===== src/rtl/ctrl_pkg.sv =====
// ctrl_pkg: state, opcode and datapath-select encodings for the multi-cycle RV32I sequencer
package ctrl_pkg;
    typedef enum logic [3:0] {
        S_FETCH, S_DECODE, S_EXEC, S_MEM_ADDR, S_MEM, S_WB, S_BRANCH, S_JUMP, S_TRAP
    } state_t;
    localparam logic [6:0] OP_R      = 7'b0110011;
    localparam logic [6:0] OP_I      = 7'b0010011;
    localparam logic [6:0] OP_LUI    = 7'b0110111;
    localparam logic [6:0] OP_AUIPC  = 7'b0010111;
    localparam logic [6:0] OP_LOAD   = 7'b0000011;
    localparam logic [6:0] OP_STORE  = 7'b0100011;
    localparam logic [6:0] OP_BRANCH = 7'b1100011;
    localparam logic [6:0] OP_JAL    = 7'b1101111;
    localparam logic [6:0] OP_JALR   = 7'b1100111;
    localparam logic [1:0] PC_PLUS4  = 2'b00;
    localparam logic [1:0] PC_ALUOUT = 2'b01;
    localparam logic [1:0] PC_ALU    = 2'b10;
    localparam logic [1:0] A_RS1     = 2'b00;
    localparam logic [1:0] A_OLD_PC  = 2'b01;
    localparam logic [1:0] A_ZERO    = 2'b10;
    localparam logic [1:0] B_RS2     = 2'b00;
    localparam logic [1:0] B_IMM     = 2'b01;
    localparam logic [1:0] B_FOUR    = 2'b10;
    localparam logic [1:0] ALU_ADD   = 2'b00;
    localparam logic [1:0] ALU_BR    = 2'b01;
    localparam logic [1:0] ALU_FUNCT = 2'b10;
    localparam logic [1:0] WB_ALU    = 2'b00;
    localparam logic [1:0] WB_MDR    = 2'b01;
    localparam logic [1:0] WB_PC4    = 2'b10;
    typedef struct packed {
        logic       imem_req;
        logic       dmem_req;
        logic       dmem_we;
        logic [1:0] alu_src_a;
        logic [1:0] alu_src_b;
        logic [1:0] alu_op;
        logic       reg_write;
        logic [1:0] wb_sel;
    } moore_t;
    function automatic state_t decode_next(input logic [6:0] op);
        case (op)
            OP_R, OP_I, OP_LUI, OP_AUIPC: return S_EXEC;
            OP_LOAD, OP_STORE:            return S_MEM_ADDR;
            OP_BRANCH:                    return S_BRANCH;
            OP_JAL, OP_JALR:              return S_JUMP;
            default:                      return S_TRAP;
        endcase
    endfunction
    function automatic moore_t moore_out(input state_t s, input logic [6:0] op);
        moore_t m;
        m = '0;
        case (s)
            S_FETCH:    m.imem_req = 1'b1;
            S_DECODE: begin
                m.alu_src_a = A_OLD_PC;
                m.alu_src_b = B_IMM;
            end
            S_EXEC: begin
                m.alu_src_a = op == OP_LUI ? A_ZERO : op == OP_AUIPC ? A_OLD_PC : A_RS1;
                m.alu_src_b = op == OP_R ? B_RS2 : B_IMM;
                m.alu_op    = (op == OP_R || op == OP_I) ? ALU_FUNCT : ALU_ADD;
            end
            S_MEM_ADDR: m.alu_src_b = B_IMM;
            S_MEM: begin
                m.dmem_req = 1'b1;
                m.dmem_we  = op == OP_STORE;
            end
            S_WB: begin
                m.reg_write = 1'b1;
                m.wb_sel    = op == OP_LOAD ? WB_MDR : WB_ALU;
            end
            S_BRANCH:   m.alu_op = ALU_BR;
            S_JUMP: begin
                m.reg_write = 1'b1;
                m.wb_sel    = WB_PC4;
                m.alu_src_b = op == OP_JALR ? B_IMM : B_RS2;
            end
            default:    m = '0;
        endcase
        return m;
    endfunction
endpackage


===== src/rtl/instret_counter.sv =====
// instret_counter: 32-bit wrapping enable counter with async active-low clear
// ports: clk, rst_n, en (count this cycle), count (current value)
module instret_counter (
    input  logic        clk,
    input  logic        rst_n,
    input  logic        en,
    output logic [31:0] count
);
    always_ff @(posedge clk or negedge rst_n)
        if (!rst_n) count <= '0;
        else if (en) count <= count + 32'd1;
endmodule


===== src/rtl/mc_ctrl_fsm.sv =====
// mc_ctrl_fsm: multi-cycle RV32I control sequencer (fetch/decode/exec/mem/wb) with retire counter
// in:  clk, rst_n, opcode/funct3 (IR fields), branch_taken, imem_ready, dmem_ready
// out: imem_req, dmem_req, dmem_we, ir_write, pc_write, pc_sel, alu_src_a/b, alu_op,
//      reg_write, wb_sel, illegal (sticky), retire (pulse), instret
module mc_ctrl_fsm
    import ctrl_pkg::*;
(
    input  logic        clk,
    input  logic        rst_n,
    input  logic [6:0]  opcode,
    input  logic [2:0]  funct3,
    input  logic        branch_taken,
    input  logic        imem_ready,
    input  logic        dmem_ready,
    output logic        imem_req,
    output logic        dmem_req,
    output logic        dmem_we,
    output logic        ir_write,
    output logic        pc_write,
    output logic [1:0]  pc_sel,
    output logic [1:0]  alu_src_a,
    output logic [1:0]  alu_src_b,
    output logic [1:0]  alu_op,
    output logic        reg_write,
    output logic [1:0]  wb_sel,
    output logic        illegal,
    output logic        retire,
    output logic [31:0] instret
);
    state_t state, nxt;
    moore_t mo;
    logic   fetch_done, mem_done, unused_funct3;
    assign unused_funct3 = ^funct3;
    // handshakes complete only against the registered request, so ready is ignored elsewhere
    assign fetch_done = mo.imem_req && imem_ready;
    assign mem_done   = mo.dmem_req && dmem_ready;
    always_comb begin
        nxt = state;
        case (state)
            S_FETCH:    nxt = fetch_done ? S_DECODE : S_FETCH;
            S_DECODE:   nxt = decode_next(opcode);
            S_EXEC:     nxt = S_WB;
            S_MEM_ADDR: nxt = S_MEM;
            S_MEM:      nxt = !mem_done ? S_MEM : opcode == OP_LOAD ? S_WB : S_FETCH;
            S_TRAP:     nxt = S_TRAP;
            default:    nxt = S_FETCH;
        endcase
    end
    // Moore outputs are registered from the next state so reset forces them all low
    always_ff @(posedge clk or negedge rst_n)
        if (!rst_n) begin
            state   <= S_FETCH;
            mo      <= '0;
            illegal <= 1'b0;
        end else begin
            state   <= nxt;
            mo      <= moore_out(nxt, opcode);
            illegal <= illegal || nxt == S_TRAP;
        end
    assign imem_req  = mo.imem_req;
    assign dmem_req  = mo.dmem_req;
    assign dmem_we   = mo.dmem_we;
    assign alu_src_a = mo.alu_src_a;
    assign alu_src_b = mo.alu_src_b;
    assign alu_op    = mo.alu_op;
    assign reg_write = mo.reg_write;
    assign wb_sel    = mo.wb_sel;
    assign ir_write  = fetch_done;
    assign pc_write  = fetch_done || (state == S_BRANCH && branch_taken) || state == S_JUMP;
    assign pc_sel    = state == S_JUMP ? (opcode == OP_JALR ? PC_ALU : PC_ALUOUT) :
                       (state == S_BRANCH && branch_taken) ? PC_ALUOUT : PC_PLUS4;
    assign retire    = state == S_WB || state == S_BRANCH || state == S_JUMP ||
                       (state == S_MEM && mem_done && opcode == OP_STORE);
    instret_counter u_cnt (
        .clk   (clk),
        .rst_n (rst_n),
        .en    (retire),
        .count (instret)
    );
endmodule


===== config.mk =====
export PLATFORM = sky130hd
export DESIGN_NAME = mc_ctrl_fsm
export DESIGN_NICKNAME = d
export VERILOG_FILES = /design/src/rtl/ctrl_pkg.sv /design/src/rtl/instret_counter.sv /design/src/rtl/mc_ctrl_fsm.sv
export SDC_FILE = /design/constraint.sdc
export NUM_CORES = 1
export LEC_CHECK = 0
export ABC_AREA = 1
export CAP_MARGIN = 25
export CORE_MARGIN = 1
export CORE_UTILIZATION = 45
export CTS_CLUSTER_DIAMETER = 60
export DETAILED_ROUTE_END_ITERATION = 10
export PLACE_DENSITY = 0.73
export SYNTH_ARGS = -nofsm -noshare
export SYNTH_HDL_FRONTEND = slang
export SYNTH_SLANG_ARGS = --single-unit

===== constraint.sdc =====
create_clock -name clk -period 2.1 [get_ports clk]
set_input_delay 0.315 -clock clk [delete_from_list [all_inputs] [get_ports clk]]
set_output_delay 0.315 -clock clk [all_outputs]
set_load 0.01 [all_outputs]

==> results.md, run 1 <==
- Outcome: finished clean
- Cell family with most CP delay: buffers and inverters
- Critical-path top delay cell: clkdlybuf4s50_1
- Vias in the first global route: 2730
- Routed WL: 7150 microns
- Routed WL per cell: 12.5 microns
- DRT iter0 DRCs: 204
- WP data required: 1.78 ns
- Placed cell area: 3650 sq um
- Mux share of post-synthesis cell area: 0
- Largest cells by area after synthesis: dfrtp_1 42%, nand2_1 20%, nor2_1 7.7%, inv_1 5.5%, nand3_1 4.0%
- Synth Warn #: 0
- Setup TNS: 0 ns
- Crit path max fanout: 5
- Synth Area in XOR/XNOR: 0.0488
- Met3 wire length: 373 microns
- Synth Area in Simple Gates: 0.415
- Mapped Area: 2870 sq um
- Flops & latches, synth: 48
- CTS tree: done
- Final nets: 511
- Mean Syn Cell Area: 6.92 sq um
- Layout cell share with drive strength beyond 1: 0.0887
- Maxcap violations: 0
- Core area: 6030 sq um
- WP buf/inv: 1
- Synth Instances: 415
- GRT Residual Overflow: 0
- DR WL met2: 3350 microns
- Worst slew pin tran: 0.598 ns
- Final Hold Fails: 0
- Vias/cell: 4.99
- Largest net degree at the start of global routing: 49
- CTS max path bufs: 2
- CP Class: flop to output port
- RePlAce Congestion: 0.912
- Initial antenna violation count: 0
- Top_reg_cell synth: dfrtp_1
- P&R area growth vs syn: 30.4%
- Achievable Freq: 497 MHz
- Yosys top cell by area: dfrtp_1
- Slew Viols, Final: 0
- Initial Util: 0.477
- Setup Skew: 0.00591 ns
- HP Class: primary input to asynchronous set/reset pin
- Relative slew slack: 0.601
- Max VDD drop: 0.506 mV
- Top cell type's share of synthesized area: 0.418
- Cell Rows: 28
- Critical path startpoint category: flop
- Register area share after synthesis: 0.418
- Die width: 81.9 microns
- Top-Level Pins: 65
- Distinct cell type count after synthesis: 29
- Port bufs: 60
- Final ANT Viol Nets: 0
- CP most frequent cell: nand3_1
- Detailed Place HPWL: 5570 microns
- Synthesized Nets: 431
- Root buffer cell: clkbuf_8
- Total power: 2.20 mW
- Setup violations, final: 0
- Top Metal Used: met4
- Worst endpoint data arrival time: 1.70 ns
- Clk sinks: 48
- Total GRT Usage: 0.237
- Crit path largest cell delay: 0.54 ns
- Synth Area in Compound Gates: 0.0370
- Num CTS Buffers: 5
- Antenna Diode Count: 0
- Post-Synth Adder-Cell Area: 0.00436
- H-tree depth: 2
- Clock insertion delay at the later pin of the skew report: 0.31 ns
- RSZ-0062 raised after global routing: no
- Main combinational cell family by area after synthesis: simple AND/OR/NAND/NOR gates
- Crit path capture type: output port
- Drt pass-1 iters: 6
- LEAKAGE: 1.72 nW
- Worst path cell trace: nor2_4, nand3_1, nand3_1, clkdlybuf4s50_1
- Met1 wire length: 3240 microns
- Shortest period the worst path allows: 2.01 ns
- First-pass GRT wire length: 12000 microns
- Die footprint: 6710 sq um
- Ys async rst share: 1.00
- # DRC: 0
- EDFF count, synth: 0
- PD cells: 588 nW/um^2
- Fin crit share: 0.958
- Clock Pin Slew Worst Setup and Hold Paths: 0.09 ns
- Via count: 2851
- Post-CTS Setup Repair Bufs: 0
- Height of the die: 81.9 microns
- Final Cell Area: 3750 sq um
## final timing paths
check | cells after the start | slack [ns] | startpoint | endpoint
worst max-delay path | 4 | 0.09 | state[3] | pc_write
worst min-delay path | 2 | 0.08 | rst_n | u_cnt.count[10]
worst max register to register | 7 | 0.29 | state[1] | u_cnt.count[15]
worst min register to register | 1 | 0.49 | illegal | illegal
max in group asynchronous | 2 | 1.61 | rst_n | alu_src_b[0]
min in group clk | 1 | 0.49 | illegal | illegal
## where the power goes
part / internal (mW) / leakage [nW] / total (mW) / switching [mW]
logic: 0.248 / 1.04 / 0.530 / 0.282
clock network: 0.268 / 0.0445 / 0.589 / 0.321
registers: 0.996 / 0.635 / 1.08 / 0.0870
total: 1.51 / 1.72 / 2.20 / 0.690
## cells by family after synthesis
logic type / count (synthesis)
AO/OA/AOI/OAI: 20
adder cells (fa/ha/maj): 1
flip-flops: 48
other: 1
AND/OR/NAND/NOR: 279
XOR/XNOR: 16
buffers and inverters: 50
## cell usage after synthesis, types with 2 or more instances
cell type and n:
nand2_1 155, nor2_1 59, dfrtp_1 48, inv_1 42, nand3_1 23, o21ai_0 14, nor3_1 9, xor2_1 9
nand3b_1 7, nand4_1 7, nor2_2 7, xnor2_1 7, buf_6 3, nand2_2 3, a21oi_1 2, and2_1 2
buf_4 2, inv_2 2, nand3_2 2, nor4_1 2, o21ai_1 2
## cells in the final DEF (no fill, tap or decap), types with 2 or more instances in the layout
cell	n
nand3_1	23
dlygate4sd2_1	3
nand3b_1	7
buf_4	19
nor2_1	59
nand2_1	155
nand4_1	7
and2_1	2
inv_2	2
dfrtp_1	48
a21oi_1	2
nand3_2	2
nand2_2	3
clkdlybuf4s50_1	56
o21ai_1	2
o21ai_0	14
xor2_1	9
nor4_1	2
nor3_1	9
nor2_2	6
xnor2_1	7
clkbuf_8	6
inv_1	42
## cell type report
| class | instances | area [sq um] |
|---|---|---|
| fill | 562 | 2280 |
| multi-input combinational | 317 | 1460 |
| sequential | 48 | 1200 |
| timing repair buffer | 79 | 734 |
| inverter | 44 | 165 |
| tap | 75 | 93.8 |
| clock buffer | 7 | 86.3 |
| clock inverter | 1 | 7.51 |
## sequential cells by signal, indices dropped and copies added, names as in the netlist, 2 cells and up
register and flops:
alu_src_a 2, u_cnt.count 32, alu_op 2, wb_sel 2
state 4
## per-layer routing
metal,vias up,global-route usage
li1,1450,-
met1,1313,0.306
met2,73,0.393
met3,15,0.0356
met4,0,0.100
met5,-,0
## per-stage QoR
step / cells / hold WS [ns] / setup WS, ns / util
finish: 571 / 0.0829 / 0.0887 / 0.622
global route: 571 / 0.145 / 0.00953 / 0.622
CTS: 571 / 0.110 / 0.0893 / 0.622
detailed placement: 563 / 0.456 / -0.0735 / 0.606
global placement: 563 / 0.452 / -0.0487 / 0.606
floorplan: 415 / 0.0194 / 0.595 / -
## what timing repair did
action / 4_1_cts / 5_1_grt
gates resized for setup: 4 / 0
endpoints found under the setup margin: 3 / 0
hold buffers: 0 / 0
Power figures use the tool's default switching activity.
==> run 2: changes to the inputs <==
--- a/config.mk
+++ b/config.mk
@@ -11,7 +11,8 @@
 export CORE_UTILIZATION = 45
 export CTS_CLUSTER_DIAMETER = 60
 export DETAILED_ROUTE_END_ITERATION = 10
-export PLACE_DENSITY = 0.73
+export GPL_ROUTABILITY_DRIVEN = 0
+export PLACE_DENSITY = 0.82
 export SYNTH_ARGS = -nofsm -noshare
 export SYNTH_HDL_FRONTEND = slang
 export SYNTH_SLANG_ARGS = --single-unit
==> run 2 against run 1 <==
  * First-iteration DRC count fell by 2.5%
  * Clock skew about the same
  * Non-clock buffer count is 1 higher
  * Power up 10%
  * Register-to-register slack is essentially flat
  * Sequential power barely moved
  * Combinational power grew 0.9%
  * Fmax grew 0.65%
  * Global-route usage is 0.26 points lower
  * Worst hold slack improved by 0.0014 ns
  * Flip-flop and latch count unchanged
  * Critical endpoint unchanged
  * Design area is 1.7% higher
==> results.md, run 2 (same netlist as run 1, synthesis figures left out) <==
- Outcome: finished clean
- Crit path max fanout: 5
- Achievable Freq: 500 MHz
- Port bufs: 60
- Clk sinks: 48
- Final Hold Fails: 0
- Height of the die: 81.9 microns
- Routed WL per cell: 12.6 microns
- Worst slew pin tran: 0.589 ns
- Net Sw Frac: 0.290
- HP Class: primary input to asynchronous set/reset pin
- RR Startpoint: state[0]
- Die width: 81.9 microns
- Switching power: 0.704 mW
- CP Class: flop to output port
- Largest net degree at the start of global routing: 49
- Setup Skew: 0.00587 ns
- Num CTS Buffers: 5
- CTS tree: done
- Fin crit share: 0.952
- Sequential Power Share: 0.446
- Max VDD drop: 0.373 mV
- Initial Util: 0.477
- Most frequent cells in the layout: 155 x nand2_1, 58 x nor2_1, 56 x clkdlybuf4s50_1, 48 x dfrtp_1, 42 x inv_1
- Slew Viols, Final: 0
- Filler Cell Count: 511
- LEAKAGE: 1.76 nW
- Initial antenna violation count: 0
- Setup violations, final: 0
- WP data required: 1.78 ns
- Final Cell Area: 3810 sq um
- Relative slew slack: 0.607
- Core area: 6030 sq um
- Cell Rows: 28
- CTS max path bufs: 2
- Fin util: 0.632
- Final nets: 512
- Worst reg-to-reg path cell count: 7
- RSZ-0062 raised after global routing: no
- Crit path capture type: output port
- Total GRT Usage: 0.235
- Reg2reg end: u_cnt.count[25]
- Shortest period the worst path allows: 2.00 ns
- Most common cell after layout, fill and taps aside: nand2_1
- Final ANT Viol Nets: 0
- FF-to-FF setup slack: 0.30 ns
- Top-Level Pins: 65
- First-pass GRT wire length: 12000 microns
- Critical path startpoint category: flop
- Root buffer cell: clkbuf_8
- Vias in the first global route: 2729
- Routed WL: 7220 microns
- Maxcap violations: 0
- Die footprint: 6710 sq um
- Top reg by flops: u_cnt.count
- DRT iter0 DRCs: 199
- Hold-fix buffers, CTS: 0
- # DRC: 0
- Clock network fraction of design power: 0.334
- GRT Residual Overflow: 0
- Worst endpoint data arrival time: 1.68 ns
- DP Worst Slack: -0.0906 ns
- Via count: 2898
- Drt pass-1 iters: 4
- Detailed Place HPWL: 5510 microns
- Antenna Diode Count: 0
- Top Registers: u_cnt.count: 32 flops, state: 4 flops
- Worst setup margin: 0.102 ns
- PD cells: 638 nW/um^2
- Vias/cell: 5.07
- H-tree depth: 2
- Combinational group share of total power: 0.220
- P&R area growth vs syn: 32.6%
- Max FFs per register: 32
- Clock Pin Slew Worst Setup and Hold Paths: 0.09 ns
- Clock insertion delay at the later pin of the skew report: 0.31 ns
- Pint: 1.73 mW
- Placed cell area: 3650 sq um
- Layout cell share with drive strength beyond 1: 0.0966
run 2: changes by cell type in the layout (fill, tap and decap cells not counted), sizes merged:
cell	delta
buf	+1
bufinv	+2
clkbuf	-2
clkinvlp	-1
dlygate4sd2	-1
dlymetal6s2s	+1
inv	+1
run 2: final cells by class:
type	instances	area [sq um]	share of cell area
Timing Repair Buffer	80	746	0.196
Sequential cell	48	1200	0.315
Multi-Input combinational cell	317	1470	0.385
Clock inverter	3	68.8	0.0181
Clock buffer	5	68.8	0.0181
Tap cell	75	93.8	0.0246
Inverter	44	165	0.0433
run 2: stage by stage:
| step | instances | power [mW] | TNS, ns | hold WS (ns) |
|---|---|---|---|---|
| 3_3_place_gp | 563 | 1.61 | -0.200 | 0.445 |
| 5_1_grt | 572 | 2.55 | 0 | 0.153 |
| 3_5_place_dp | 563 | 1.63 | -0.276 | 0.449 |
| 2_1_floorplan | 415 | 1.35 | 0 | 0.0194 |
| 6_report | 572 | 2.43 | 0 | 0.0842 |
| 4_1_cts | 571 | 2.44 | -0.0992 | 0.113 |
run 2: worst max path at each step:
stage | start | cells after the start | end
2_1_floorplan | u_cnt.count[0] | 6 | u_cnt.count[14]
3_3_place_gp | opcode[6] | 6 | pc_sel[1]
3_5_place_dp | opcode[6] | 7 | pc_sel[0]
4_1_cts | state[0] | 4 | retire
5_1_grt | opcode[6] | 7 | pc_sel[0]
6_report | state[3] | 4 | pc_write
run 2: worst max-delay path, cell delays in order, from the launching register on:
cell             delay, ns
dfrtp_1               0.43
nor2_4                0.17
nand3_2               0.12
nand3_1               0.11
clkdlybuf4s50_1       0.55
run 2: metal layers:
metal / track usage / vias to the layer above / share of wire
met4: 0.104 / 0 / 0.023
met5: 0 / - / 0
met2: 0.411 / 82 / 0.49
met1: 0.282 / 1357 / 0.45
met3: 0.0356 / 14 / 0.041
li1: - / 1445 / -
run 2: timing repair:
item	4_1_cts	5_1_grt
gates resized for setup	3	3
endpoints found under the setup margin	4	3
cloned	0	0
pin swaps	0	1
setup buffers	0	1
run 2: power by group through the flow:
stage / Clock, mW / Sequential (mW) / Combinational, mW
detailed placement: 0 / 1.10 / 0.530
global placement: 0 / 1.10 / 0.514
floorplan: 0 / 1.11 / 0.243
finish: 0.811 / 1.08 / 0.535
global route: 0.858 / 1.10 / 0.592
CTS: 0.821 / 1.08 / 0.537
==> run 3: changes to the inputs <==
==> constraint.sdc (replaced) <==
create_clock -name clk -period 2 [get_ports clk]
set_input_delay 0.3 -clock clk [delete_from_list [all_inputs] [get_ports clk]]
set_output_delay 0.3 -clock clk [all_outputs]
set_load 0.02 [all_outputs]
==> run 3 against run 2 <==
  * Sequential power up 4%
  * Combinational power is 23% higher
  * Clock power decreased by 26%
  * Flip-flop and latch count unchanged
  * Die area is the same
  * Critical endpoint is now retire
  * First-iteration DRC count down 25%
  * Power fell by 2.1%
  * Global-route usage rose by 0.67 points
==> results.md, run 3 (same netlist as run 1, synthesis figures left out) <==
- Post-CTS Setup Repair Bufs: 0
- Clock insertion delay at the later pin of the skew report: 0.31 ns
- Met2 Usage GRT: 0.416
- Max VDD drop: 0.416 mV
- Crit path largest cell delay: 0.41 ns
- Total power: 2.38 mW
- Met1 Use GR: 0.299
- Detailed Place HPWL: 5690 microns
- Setup violations, final: 0
- HP Class: primary input to asynchronous set/reset pin
- DRT iter0 DRCs: 149
- Hold slack: 0.0684 ns
- Fin util: 0.622
- Slew Viols, Final: 0
- PD cells: 635 nW/um^2
- Root buffer cell: clkbuf_8
- Port bufs: 60
- CTS max path bufs: 2
- Worst endpoint data arrival time: 1.59 ns
- GRT busiest layer: met2
- Clk sinks: 48
- Max FFs per register: 32
- Routed WL per cell: 12.7 microns
- Final Hold Fails: 0
- Clock network fraction of design power: 0.253
- Crit path max fanout: 5
- Top-Level Pins: 65
- Final nets: 513
- Routed WL: 7270 microns
- Shortest period the worst path allows: 1.89 ns
- Drt pass-1 iters: 4
- Worst setup margin: 0.108 ns
- Switching power: 0.800 mW
- Antenna Diode Count: 0
- Outcome: finished clean
- Fin crit share: 0.946
- Hold-fix buffers, CTS: 0
- Total GRT Usage: 0.241
- Pint: 1.58 mW
- Die width: 81.9 microns
- Largest net degree at the start of global routing: 49
- Final ANT Viol Nets: 0
- Net Sw Frac: 0.336
- CP Class: flop to output port
- Vias in the first global route: 2728
- Initial Util: 0.477
- Height of the die: 81.9 microns
- WP data required: 1.70 ns
- Most frequent cells in the layout: 155 x nand2_1, 58 x nor2_1, 54 x clkdlybuf4s50_1, 48 x dfrtp_1, 42 x inv_1
- Die footprint: 6710 sq um
- Grt met3 use: 0.0422
- Vias/cell: 5.03
- Num CTS Buffers: 5
- Worst slew pin tran: 0.609 ns
- Sequential Power Share: 0.471
- H-tree depth: 2
- First-pass GRT wire length: 12300 microns
- Critical-path top delay cell: dfrtp_1
- # DRC: 0
- Core area: 6030 sq um
- Critical path startpoint category: flop
- Clock Pin Slew Worst Setup and Hold Paths: 0.09 ns
- P&R area growth vs syn: 30.4%
- Achievable Freq: 529 MHz
- Worst path cell trace: nor2_2, nand3_1, o21ai_2, clkbuf_2
- Top reg by flops: u_cnt.count
- CTS tree: done
- Cell Rows: 28
- Setup Skew: 0.00823 ns
- Most common cell after layout, fill and taps aside: nand2_1
- Crit path capture type: output port
- Layout cell share with drive strength beyond 1: 0.102
- LEAKAGE: 1.72 nW
- RSZ-0062 raised after global routing: no
- Combinational group share of total power: 0.276
- Initial antenna violation count: 0
- Setup TNS: 0 ns
- GRT Residual Overflow: 0
- DP Worst Slack: -0.273 ns
- Maxcap violations: 0
- Top Registers: u_cnt.count: 32 flops, state: 4 flops
- Via count: 2884
- Relative slew slack: 0.594
run 3: routing by layer:
| metal | up-vias | share of wire |
|---|---|---|
| met3 | 15 | 0.054 |
| met4 | 0 | 0.022 |
| met1 | 1336 | 0.44 |
| met5 | - | 0 |
| met2 | 81 | 0.48 |
| li1 | 1452 | - |
run 3: through the flow:
| step | cells | cell area (sq um) |
|---|---|---|
| after floorplan | 415 | 2870 |
| after global placement | 565 | 3670 |
| after detailed placement | 565 | 3670 |
| after CTS | 573 | 3750 |
| after global routing | 573 | 3750 |
| final | 573 | 3750 |
run 3: what timing repair did:
action | in CTS | in global routing
gates resized for setup | 6 | 9
gates cloned | 0 | 0
hold endpoints to repair | 0 | 0
endpoints found under the setup margin | 4 | 18
run 3: path summary, 6_finish.rpt:
check	startpoint	end	slack, ns	cells past startpoint
min in group clk	opcode[6]	alu_src_a[1]	0.49	3
setup / recovery	state[3]	retire	0.11	4
max in group asynchronous	rst_n	u_cnt.count[3]	1.50	2
setup reg to reg	state[3]	u_cnt.count[11]	0.17	7
hold / removal	rst_n	dmem_we	0.07	2
hold reg to reg	illegal	illegal	0.49	1
run 3: power groups by stage:
stage	logic [mW]	registers, mW	clock network (mW)
after detailed placement	0.658	1.14	0
after global routing	0.718	1.13	0.651
after global placement	0.644	1.14	0
final	0.656	1.12	0.602
after CTS	0.657	1.12	0.604
after floorplan	0.265	1.21	0
run 3: area by class of cell:
type | count | area (sq um)
multi-input combinational | 317 | 1460
inverter | 44 | 165
clock buffer | 5 | 68.8
tap | 75 | 93.8
sequential | 48 | 1200
clock inverter | 3 | 21.3
fill | 544 | 2280
timing repair buffer | 81 | 739
run 3: critical path: cells and delay by family (launching register included):
| kind | cells | cell delay (ns) |
|---|---|---|
| buffers and inverters | 1 | 0.22 |
| DFF | 1 | 0.41 |
| AOI/OAI and AO/OA | 1 | 0.27 |
| and+or+nand+nor | 2 | 0.39 |
